==> src/rtl/ifu_pkg.sv <==
// Shared types and constants for the instruction fetch unit.
// Holds the FSM state encoding, datapath widths and the default boot address.
package ifu_pkg;

    localparam int XLEN   = 32;
    localparam int INST_W = 32;

    localparam logic [XLEN-1:0] DEFAULT_RESET_VECTOR = 32'h8000_0000;

    typedef enum logic [1:0] {
        IDLE  = 2'd0,
        VALID = 2'd1,
        ERR   = 2'd2
    } ifu_state_t;

    // Sequential successor; wraps modulo 2^32 by construction.
    function automatic logic [XLEN-1:0] pc_inc(input logic [XLEN-1:0] pc);
        return pc + XLEN'(4);
    endfunction

endpackage

==> src/rtl/ifu_if.sv <==
// Fetch-side bus: instruction memory read port plus the decode handshake.
// master = fetch unit, slave = memory/decode environment.
interface ifu_if;
    import ifu_pkg::*;

    logic              imem_ren;
    logic [XLEN-1:0]   imem_raddr;
    logic [INST_W-1:0] imem_rdata;
    logic              out_valid;
    logic              out_ready;
    logic [XLEN-1:0]   out_pc;
    logic [INST_W-1:0] out_inst;
    logic              fetch_exc;

    modport master (
        output imem_ren, imem_raddr, out_valid, out_pc, out_inst, fetch_exc,
        input  imem_rdata, out_ready
    );

    modport slave (
        input  imem_ren, imem_raddr, out_valid, out_pc, out_inst, fetch_exc,
        output imem_rdata, out_ready
    );

endinterface

==> src/rtl/ifu.sv <==
// Instruction fetch unit: sequential pc stream with redirect; optional misaligned-target trap (IFU_MISALIGN_CHECK_EN).
// Latency: fetch issued -> out_valid next cycle; redirect -> out_valid exactly 1 cycle; 1 instr/cycle when streaming.
// Backpressure: out_ready low holds pc/state and stops reads; memory output holds so out_inst stays stable.
module ifu
    import ifu_pkg::*;
#(
    parameter logic [XLEN-1:0] RESET_VECTOR = DEFAULT_RESET_VECTOR
) (
    input  logic            clock,
    input  logic            reset,
    input  logic            fetch_en,
    input  logic            redirect_valid,
    input  logic [XLEN-1:0] redirect_pc,
    ifu_if.master           bus
);

    ifu_state_t      state, state_d;
    logic [XLEN-1:0] pc, pc_d;
    logic            ren;
    logic [XLEN-1:0] raddr;
    logic            vld;
    logic            exc;
    logic            misalign;

`ifdef IFU_MISALIGN_CHECK_EN
    assign misalign = |redirect_pc[1:0];
`else
    assign misalign = 1'b0;
`endif

    always_comb begin
        state_d = state;
        pc_d    = pc;
        ren     = 1'b0;
        raddr   = pc;
        vld     = 1'b0;
        exc     = 1'b0;
`ifdef IFU_MISALIGN_CHECK_EN
        exc     = (state == ERR) && !reset;
`endif
        if (reset) begin
            state_d = IDLE;
            pc_d    = RESET_VECTOR;
        end else if (redirect_valid) begin
            // Redirect wins over any fire this cycle: the wrong-path word is never presented.
            pc_d = redirect_pc;
            if (misalign) begin
                state_d = ERR;
            end else begin
                ren     = 1'b1;
                raddr   = redirect_pc;
                state_d = VALID;
            end
        end else begin
            case (state)
                IDLE: begin
                    if (fetch_en) begin
                        ren     = 1'b1;
                        state_d = VALID;
                    end
                end
                VALID: begin
                    vld = 1'b1;
                    if (bus.out_ready) begin
                        pc_d = pc_inc(pc);
                        if (fetch_en) begin
                            ren   = 1'b1;
                            raddr = pc_inc(pc);
                        end else begin
                            state_d = IDLE;
                        end
                    end
                end
                ERR: begin
                    state_d = ERR;
                end
                default: begin
                    state_d = IDLE;
                end
            endcase
        end
    end

    always_ff @(posedge clock) begin
        if (reset) begin
            state <= IDLE;
            pc    <= RESET_VECTOR;
        end else begin
            state <= state_d;
            pc    <= pc_d;
        end
    end

    assign bus.imem_ren   = ren;
    assign bus.imem_raddr = raddr;
    assign bus.out_valid  = vld;
    assign bus.out_pc     = pc;
    assign bus.out_inst   = bus.imem_rdata;
    assign bus.fetch_exc  = exc;

endmodule

==> src/flat_wrapper.sv <==
// flat-port wrapper written by rule: the top's interface ports become plain ports
module ifu_flat import ifu_pkg::*;
#(
    parameter logic [XLEN-1:0] RESET_VECTOR = DEFAULT_RESET_VECTOR
)
  (clock, reset, fetch_en, redirect_valid, redirect_pc, bus_imem_ren, bus_imem_raddr, bus_out_valid, bus_out_pc, bus_out_inst, bus_fetch_exc, bus_imem_rdata, bus_out_ready);
  ifu_if bus_i ();
  input  logic clock;
  input  logic reset;
  input  logic fetch_en;
  input  logic redirect_valid;
  input  logic [XLEN-1:0] redirect_pc;
  output wire logic [$bits(bus_i.imem_ren)-1:0] bus_imem_ren;
  output wire logic [$bits(bus_i.imem_raddr)-1:0] bus_imem_raddr;
  output wire logic [$bits(bus_i.out_valid)-1:0] bus_out_valid;
  output wire logic [$bits(bus_i.out_pc)-1:0] bus_out_pc;
  output wire logic [$bits(bus_i.out_inst)-1:0] bus_out_inst;
  output wire logic [$bits(bus_i.fetch_exc)-1:0] bus_fetch_exc;
  input wire logic [$bits(bus_i.imem_rdata)-1:0] bus_imem_rdata;
  input wire logic [$bits(bus_i.out_ready)-1:0] bus_out_ready;
  assign bus_imem_ren = bus_i.imem_ren;
  assign bus_imem_raddr = bus_i.imem_raddr;
  assign bus_out_valid = bus_i.out_valid;
  assign bus_out_pc = bus_i.out_pc;
  assign bus_out_inst = bus_i.out_inst;
  assign bus_fetch_exc = bus_i.fetch_exc;
  assign bus_i.imem_rdata = bus_imem_rdata;
  assign bus_i.out_ready = bus_out_ready;
  ifu #(.RESET_VECTOR(RESET_VECTOR)) u_core (.clock(clock), .reset(reset), .fetch_en(fetch_en), .redirect_valid(redirect_valid), .redirect_pc(redirect_pc), .bus(bus_i));
endmodule
==> config.mk <==
export PLATFORM = sky130hd
export DESIGN_NAME = ifu_flat
export DESIGN_NICKNAME = d
export VERILOG_FILES = /design/src/rtl/ifu_pkg.sv /design/src/rtl/ifu_if.sv /design/src/rtl/ifu.sv /design/src/flat_wrapper.sv
export SDC_FILE = /design/constraint.sdc
export NUM_CORES = 1
export LEC_CHECK = 0
export ABC_CLOCK_PERIOD_IN_PS = 3200
export CORE_MARGIN = 2
export CORE_UTILIZATION = 42
export CTS_CLUSTER_SIZE = 40
export DETAILED_ROUTE_END_ITERATION = 8
export PLACE_DENSITY = 0.83
export SKIP_CTS_REPAIR_TIMING = 1
export SLEW_MARGIN = 20
export SYNTH_ARGS = -nofsm -noshare
export SYNTH_HDL_FRONTEND = slang
export SYNTH_SLANG_ARGS = --single-unit
==> constraint.sdc <==
create_clock -name clock -period 3.2 [get_ports clock]
set_input_delay 0.8 -clock clock [delete_from_list [all_inputs] [get_ports clock]]
set_output_delay 0.8 -clock clock [all_outputs]
set_load 0.02 [all_outputs]
Yosys cells after proc, flatten, opt, wreduce, memory -nomap -nowiden --
Cells that the tools add are included.
Operators by class: add/subtract/negate cells 1, multiply operators 0, divide/modulo/power cells 0, magnitude comparators 0, equality and inequality tests 8, shift operators 0, muxes and demuxes 21, bitwise gates (word level) 0, reduce and logical (&&, ||, !) cells 7
Operators by type and width (count):
- $mux 32 | 8
- $add 32x3->32 const B | 1
- $ne 3x3->1 const B | 3
- $mux 1 | 8
- $mux 2 | 3
- $ne 2x2->1 const B | 3
- $pmux 2 s3 | 1
- $reduce_and 3->1 | 2
- $reduce_bool 2->1 | 2
- $eq 2x1->1 const B | 1
- $eq 2x2->1 const B | 1
- $logic_not 2->1 | 1
- $pmux 1 s2 | 1
- $reduce_and 2->1 | 1
- $reduce_or 2->1 | 1
Storage, ports and cells: register bits after elaboration 34, latch bits 0, RAM bits 0, memory bits (read-only) 0, input bits 69, output and inout bits 99, logic and storage cells 40, memories kept 0

Logic depth before layout (Yosys ltp) --
Gate-level depths: netlist of the first run.
word-level depth 6, mapped depth 7, depth with buffers taken out 5

Worst setup path before layout of the first run --
OpenSTA, ideal clock, no wires.
path type input to output, from input port redirect_valid, to output port bus_imem_raddr[22], arrival 2.322 ns, required time 2.400 ns, slack 0.078 ns, stages 6, buffers on the path 3, cell sequence clkbuf_1 -> clkbuf_1 -> buf_1 -> nor2_1 -> o31a_1 -> a311oi_1
Between the ends: longest elaborated chain between the ends 2
RTL lines:
- start: declaration | line flat_wrapper.sv:11 | input logic redirect_valid;
- $mux 32 | line ifu.sv:44 | end else if (redirect_valid) begin
- $mux 32 | line ifu.sv:41 | if (reset) begin
- end: declaration | line flat_wrapper.sv:14 | output wire logic [$bits(bus_i.imem_raddr)-1:0] bus_imem_raddr;
No other way between the ends.

Worst setup path after layout of the first run --
from input port redirect_valid, to output port bus_imem_raddr[1]
The elaborated chain is that of the path after synthesis.

==> results of run 1 <==
## final timing paths
check,to,startpoint,slack [ns],depth (start not counted)
worst max-delay path,bus_imem_raddr[1],redirect_valid,0.06,7
worst min-delay path,u_core.bus.out_pc[1],u_core.bus.out_pc[1],0.55,2
worst max register to register,u_core.bus.out_pc[23],u_core.bus.out_pc[2],1.04,6
worst min register to register,u_core.bus.out_pc[1],u_core.bus.out_pc[1],0.55,2
## registers in the layout (all words and copies together) (netlist names)
register	cells
u_core.bus.out_pc	32
u_core.state	2
## per-layer routing
metal,track usage,up-vias
li1,-,2074
met1,0.349,2144
met2,0.459,295
met3,0.0630,33
met4,0.0954,0
met5,0,-
## Yosys cell counts (4+ instances only)
cell type	n
buf_2	15
inv_1	15
and4_1	8
a211oi_1	10
a31oi_1	9
clkbuf_1	29
a221oi_1	4
xnor2_1	6
nand3_1	23
a311oi_1	7
and3_1	6
nand2_1	40
o21ai_0	13
o22a_1	8
a21oi_1	19
xor2_1	5
a2111oi_0	5
or4_1	7
a22oi_1	8
buf_1	7
buf_4	33
nand2b_1	6
nor2_1	43
nor3_1	17
nand4_1	19
dfxtp_1	34
o31ai_1	7
a311o_1	4
a32oi_1	4
nor4_1	24
## metrics by stage
stage	hold slack, ns	TNS, ns	setup slack [ns]	instances
finish	0.552	0	0.0618	718
global route	0.593	-0.00733	-0.00733	718
CTS	0.549	-17.20	-0.753	715
detailed placement	0.534	-17.07	-0.742	707
global placement	0.509	-15.77	-0.676	707
floorplan	0.490	0	0.0784	492
## area by class of cell
class / instances / share of cell area
Clock buffer: 7 / 0.0169
Clock inverter: 1 / 0.000978
Inverter: 16 / 0.0117
Multi-Input combinational cell: 357 / 0.459
Sequential cell: 34 / 0.133
Tap cell: 105 / 0.0257
Timing Repair Buffer: 198 / 0.352
## where the power goes
part	switching, mW	internal [mW]	total (mW)
Combinational	0.312	0.284	0.596
Sequential	0.0344	0.453	0.488
Clock	0.176	0.174	0.350
Total	0.523	0.911	1.43
## critical path: stages
cell and delay (ns):
buf_2 0.14, inv_1 0.15, nor2_1 0.32, buf_4 0.20, nand2_1 0.05, nand2_1 0.06, clkdlybuf4s50_1 0.61
## logic make-up after synthesis
kind of cell	share of synthesized area
and+or+nand+nor	0.341
xor gates and xnor gates	0.0277
AOI/OAI and AO/OA	0.272
other	0.00108
DFF	0.196
muxes	0.00864
adders and majority gates	0.00360
buffers and inverters	0.150
==> flow_summary.json, run 1 <==
{
  "drive_above_1_share": 0.219,
  "cp_max_fo": 6,
  "vias_per_cell": 6.33,
  "die_w_um": 95.0,
  "place_area_um2": 4890,
  "synth_edf_count": 0,
  "route.detailed.drc": 0,
  "core_um2": 8130,
  "p_leak_nw": 2.21,
  "grt_max_degree": 26,
  "dr.pass1.iters": 6,
  "synth_ff_type": "dfxtp_1",
  "fin_area_um2": 5120,
  "dr_total_vias": 4546,
  "p_total_mw": 1.43,
  "top_layer_used": "met4",
  "drtIter0Drc": 396,
  "timing.final.crit_share": 0.981,
  "grt_pass1_vias": 4204,
  "port_buffers": 102,
  "synth_cells": 492,
  "antenna_found_initial": 0,
  "multi_input_area_um2": 2350,
  "fin_util": 0.629,
  "cap_violations": 0,
  "n_fill_cell": 727,
  "wire_per_inst_um": 17.9,
  "slew_headroom": 0.541,
  "synth_top_area_share": 0.196,
  "ir_drop_uv": 162,
  "path_class": "input pin to output port",
  "clock_latency_ns": 0.29,
  "mostFrequentLayoutCells": "buf_4, clkdlybuf4s50_1, nor2_1",
  "grtUsageTotal": 0.276,
  "dieArea_um2": 9020,
  "place_congestion": 0.916,
  "clockBufferDepth": 2,
  "start_util": 0.427,
  "wl_met2_um": 6260,
  "max_freq_ghz": 0.319,
  "syn-num-nets": 562,
  "final-hold-violation-count": 0,
  "cts.sinks": 34,
  "htree_levels": 2,
  "fin_worst_skew_ns": 0.00712,
  "nets": 682,
  "wl_met3_um": 1280,
  "ys_ff_latch": 34,
  "hp-class": "flip-flop to flip-flop",
  "grt_pass1_wl_um": 20000,
  "slew_viol_final": 0,
  "ys_types": 64,
  "ys_top_cells_by_area": "dfxtp_1, buf_4, nor2_1",
  "grt.overflow.total": 0,
  "cp.arrival_ns": 2.34,
  "mostFrequentLayoutCell": "buf_4",
  "syn_to_final_growth_pct": 47.2,
  "numCtsBuffers": 5,
  "setup_viol": 0,
  "syn_area_um2": 3480,
  "num_rows": 33,
  "io_pins": 168,
  "avgSynthCellArea_um2": 7.06,
  "cts_tree": "done",
  "antenna_left": 0,
  "start_kind": "input pin",
  "clockRootBuffer": "clkbuf_8",
  "power_density_nw_per_um2": 280,
  "clk_pin_slew_ns": 0.07,
  "antenna_cells": 0,
  "ys_seq_area_frac": 0.196,
  "die_h_um": 95.0,
  "yosysWarnings": 0,
  "tightestPinTransition_ns": 0.682,
  "required_ns": 2.40,
  "min_period_ns": 3.14,
  "met1_length_um": 5070,
  "postSynth.asyncResetShare": 0,
  "status": "finished clean",
  "synth_top_area_cell": "dfxtp_1",
  "wirelength_um": 12900,
  "crit_path_end_kind": "output port",
  "register_area_um2": 681,
  "dp_hpwl_um": 9540
}
Power figures use the tool's default switching activity.
==> run 2, diff against run 1 <==
SETUP_SLACK_MARGIN = 0.3   (was unset)
==> flow_summary.json, run 2 (synthesized netlist as in run 1, its figures left out) <==
{
  "dp_hpwl_um": 9550,
  "dr_total_vias": 4562,
  "min_period_ns": 2.99,
  "port_buffers": 102,
  "clockRootBuffer": "clkbuf_8",
  "fin_worst_skew_ns": 0.00405,
  "setup_ws_ns": 0.215,
  "max_freq_ghz": 0.335,
  "antenna_found_initial": 0,
  "io_pins": 168,
  "fin_util": 0.633,
  "numCtsBuffers": 5,
  "combPwrFrac": 0.402,
  "cts.sinks": 34,
  "seq_power_share": 0.330,
  "num_rows": 33,
  "clockBufferDepth": 2,
  "fin_area_um2": 5150,
  "cp_max_fo": 38,
  "whs_ns": 0.503,
  "crit_start": "redirect_valid",
  "wire_per_inst_um": 18.8,
  "grt_pass1_vias": 4111,
  "mostFrequentLayoutCells": "buf_4, clkdlybuf4s50_1, nor2_1, nand2_1, dfxtp_1",
  "start_util": 0.427,
  "nets": 672,
  "core_um2": 8130,
  "crit_path_end_kind": "output port",
  "grt_max_degree": 39,
  "route.detailed.drc": 0,
  "final-hold-violation-count": 0,
  "mostFrequentLayoutCell": "buf_4",
  "rsz0062_at_grt": "yes",
  "power_frac_clock": 0.268,
  "intPower_mw": 0.951,
  "grtUsageTotal": 0.284,
  "switching_share": 0.363,
  "antenna_cells": 0,
  "setup_viol": 0,
  "dieArea_um2": 9020,
  "cp.arrival_ns": 2.19,
  "p_leak_nw": 2.06,
  "min_from": "u_core.bus.out_pc[3]",
  "path_class": "input pin to output port",
  "slew_viol_final": 0,
  "slew_headroom": 0.617,
  "clock_latency_ns": 0.30,
  "cts_tree": "done",
  "drtIter0Drc": 449,
  "wirelength_um": 13300,
  "place_congestion": 0.920,
  "cap_violations": 0,
  "drive_above_1_share": 0.289,
  "start_kind": "input pin",
  "dr.pass1.iters": 5,
  "clk_pin_slew_ns": 0.08,
  "power_density_nw_per_um2": 290,
  "power.switching_mw": 0.543,
  "hp-class": "flip-flop to flip-flop",
  "tightestPinTransition_ns": 0.572,
  "place_area_um2": 4810,
  "vias_per_cell": 6.44,
  "p_total_mw": 1.49,
  "ir_drop_uv": 178,
  "r2r-start": "u_core.bus.out_pc[3]",
  "timing.final.crit_share": 0.933,
  "die_w_um": 95.0,
  "grt_pass1_wl_um": 20500,
  "dp_slack_ns": -0.635,
  "syn_to_final_growth_pct": 48.2,
  "largest_reg_flops": 32,
  "grt.overflow.total": 0,
  "htree_levels": 2,
  "antenna_left": 0,
  "die_h_um": 95.0,
  "status": "finished clean",
  "required_ns": 2.40
}
==> run 2: cell count changes in the layout (fill, tap and decap cells not counted), sizes merged <==
cell	delta
dlymetal6s2s	-16
clkbuf	+7
buf	+3
clkinv	-1
clkdlybuf4s50	-3
==> run 2: metrics by stage <==
stage	cells	setup TNS [ns]
3_3_place_gp	693	-14.38
3_5_place_dp	693	-15.62
6_report	708	0
5_1_grt	708	0
4_1_cts	701	-16.14
2_1_floorplan	492	0
==> run 2: path summary, 6_finish.rpt <==
path,to,slack (ns),cells past startpoint
min reg2reg,u_core.bus.out_pc[3],0.50,2
max,bus_out_valid,0.21,5
min,u_core.bus.out_pc[3],0.50,2
max reg2reg,u_core.bus.out_pc[18],0.82,6
==> run 2: worst max-delay path: stages <==
cell	delay [ns]
buf_2	0.12
buf_12	0.18
nor2_2	0.26
and3_1	0.21
clkdlybuf4s50_1	0.60
==> run 2: power groups by stage <==
stage | Sequential (mW) | Clock, mW | Combinational (mW)
2_1_floorplan | 0.529 | 0 | 0.325
3_3_place_gp | 0.496 | 0 | 0.584
3_5_place_dp | 0.498 | 0 | 0.594
4_1_cts | 0.488 | 0.399 | 0.597
5_1_grt | 0.496 | 0.420 | 0.640
6_report | 0.493 | 0.401 | 0.600
==> run 2: metal layers <==
layer / wire length, µm / vias to the layer above / GRT usage / part of all wire
li1: - / 2058 / - / -
met1: 5290 / 2143 / 0.373 / 0.40
met2: 6270 / 325 / 0.456 / 0.47
met3: 1420 / 36 / 0.0567 / 0.11
met4: 301 / 0 / 0.112 / 0.023
met5: 0 / - / 0 / 0
==> run 2: layout make-up <==
cell class                      instances  area, µm²
Timing Repair Buffer                  188       1670
Sequential cell                        34        691
Fill cell                             698       2980
Inverter                               16       60.1
Clock buffer                            8        110
Tap cell                              105        131
Multi-Input combinational cell        357       2490
==> run 3, diff against run 2 <==
ABC_CLOCK_PERIOD_IN_PS = 3800   (was 3200)
CORE_ASPECT_RATIO = 0.8   (was unset)
CORE_UTILIZATION = 45   (was 42)
PLACE_DENSITY = 0.88   (was 0.83)
clock period = 3.8 ns   (was 3.2 ns; I/O delays follow)
==> flow_summary.json, run 3 (synthesized netlist as in run 1, its figures left out) <==
{
  "nets": 639,
  "die_h_um": 82.6,
  "place_area_um2": 4560,
  "grt.overflow.total": 0,
  "wirelength_um": 12300,
  "hp-class": "flip-flop to flip-flop",
  "cp.arrival_ns": 2.53,
  "place_inst": 664,
  "route.detailed.drc": 0,
  "required_ns": 2.85,
  "grt_pass1_wl_um": 18900,
  "antenna_found_initial": 0,
  "status": "finished clean",
  "port_buffers": 102,
  "grtUsageTotal": 0.280,
  "mostFrequentLayoutCells": "clkdlybuf4s50_1, buf_4, nor2_1",
  "cts.sinks": 34,
  "clockBufferDepth": 2,
  "tightestPinTransition_ns": 0.601,
  "die_w_um": 102,
  "drive_above_1_share": 0.147,
  "fin_util": 0.650,
  "max_freq_ghz": 0.288,
  "clock_latency_ns": 0.30,
  "dp_hpwl_um": 8900,
  "crit_path_end_kind": "output port",
  "syn_to_final_growth_pct": 38.9,
  "num_rows": 28,
  "start_kind": "input pin",
  "finalNonFillerCells": 675,
  "slew_headroom": 0.595,
  "mostFrequentLayoutCell": "clkdlybuf4s50_1",
  "path_class": "input pin to output port",
  "crit_start": "redirect_valid",
  "antenna_cells": 0,
  "grt_pass1_vias": 3980,
  "fin_area_um2": 4830,
  "start_util": 0.468,
  "wire_per_inst_um": 18.3,
  "cap_violations": 0,
  "min_from": "u_core.bus.out_pc[3]",
  "clk_pin_slew_ns": 0.07,
  "dieArea_um2": 8450,
  "dr.pass1.iters": 5,
  "largest_reg_flops": 32,
  "clockRootBuffer": "clkbuf_8",
  "io_pins": 168,
  "n_fill_cell": 608,
  "slew_viol_final": 0,
  "ir_drop_uv": 137,
  "drtIter0Drc": 467,
  "antenna_left": 0,
  "tns_ns": 0,
  "rsz0062_at_grt": "yes",
  "grt_max_degree": 36,
  "core_um2": 7430,
  "htree_levels": 2,
  "vias_per_cell": 6.47,
  "timing.final.crit_share": 0.915,
  "final-hold-violation-count": 0,
  "cp_max_fo": 35,
  "numCtsBuffers": 5,
  "r2r-start": "u_core.bus.out_pc[2]",
  "cts_tree": "done",
  "min_period_ns": 3.48,
  "setup_viol": 0,
  "power_density_nw_per_um2": 245,
  "p_leak_nw": 2.10,
  "place_congestion": 0.905,
  "fin_worst_skew_ns": 0.0115,
  "dr_total_vias": 4369
}
-- run 3: worst paths after layout --
path | endpoint | slack [ns] | cells past startpoint
max reg2reg | u_core.bus.out_pc[18] | 1.47 | 5
max | bus_imem_raddr[9] | 0.32 | 7
min | u_core.bus.out_pc[3] | 0.54 | 2
min reg2reg | u_core.bus.out_pc[3] | 0.54 | 2
-- run 3: area by class of cell --
| class | count | area [µm²] | share of cell area |
|---|---|---|---|
| multi-input combinational | 357 | 2320 | 0.481 |
| inverter | 16 | 63.8 | 0.0132 |
| tap | 105 | 131 | 0.0272 |
| sequential | 34 | 683 | 0.141 |
| clock inverter | 1 | 5.00 | 0.00104 |
| timing repair buffer | 155 | 1540 | 0.318 |
| clock buffer | 7 | 86.3 | 0.0179 |
-- run 3: layer usage --
| layer | part of all wire | global-route usage |
|---|---|---|
| met1 | 0.40 | 0.355 |
| met2 | 0.45 | 0.453 |
| met5 | 0 | 0 |
| met3 | 0.12 | 0.0732 |
| met4 | 0.026 | 0.117 |
-- run 3: stage by stage --
stage,hold slack [ns],power [mW],setup slack [ns]
final,0.536,1.18,0.325
after global placement,0.500,0.875,-0.290
after global routing,0.577,1.23,0.282
after detailed placement,0.535,0.888,-0.332
after floorplan,0.490,0.712,0.378
after CTS,0.545,1.18,-0.333
-- run 3: where the power goes --
group	switching (mW)	total [mW]	internal, mW
Clock	0.150	0.296	0.146
Combinational	0.239	0.460	0.221
Sequential	0.0458	0.428	0.382
-- run 3: critical path, stage by stage --
cell	delay, ns
buf_2	0.21
clkinvlp_4	0.23
buf_12	0.22
o31ai_1	0.07
a21oi_1	0.10
a21oi_1	0.13
clkdlybuf4s50_1	0.62
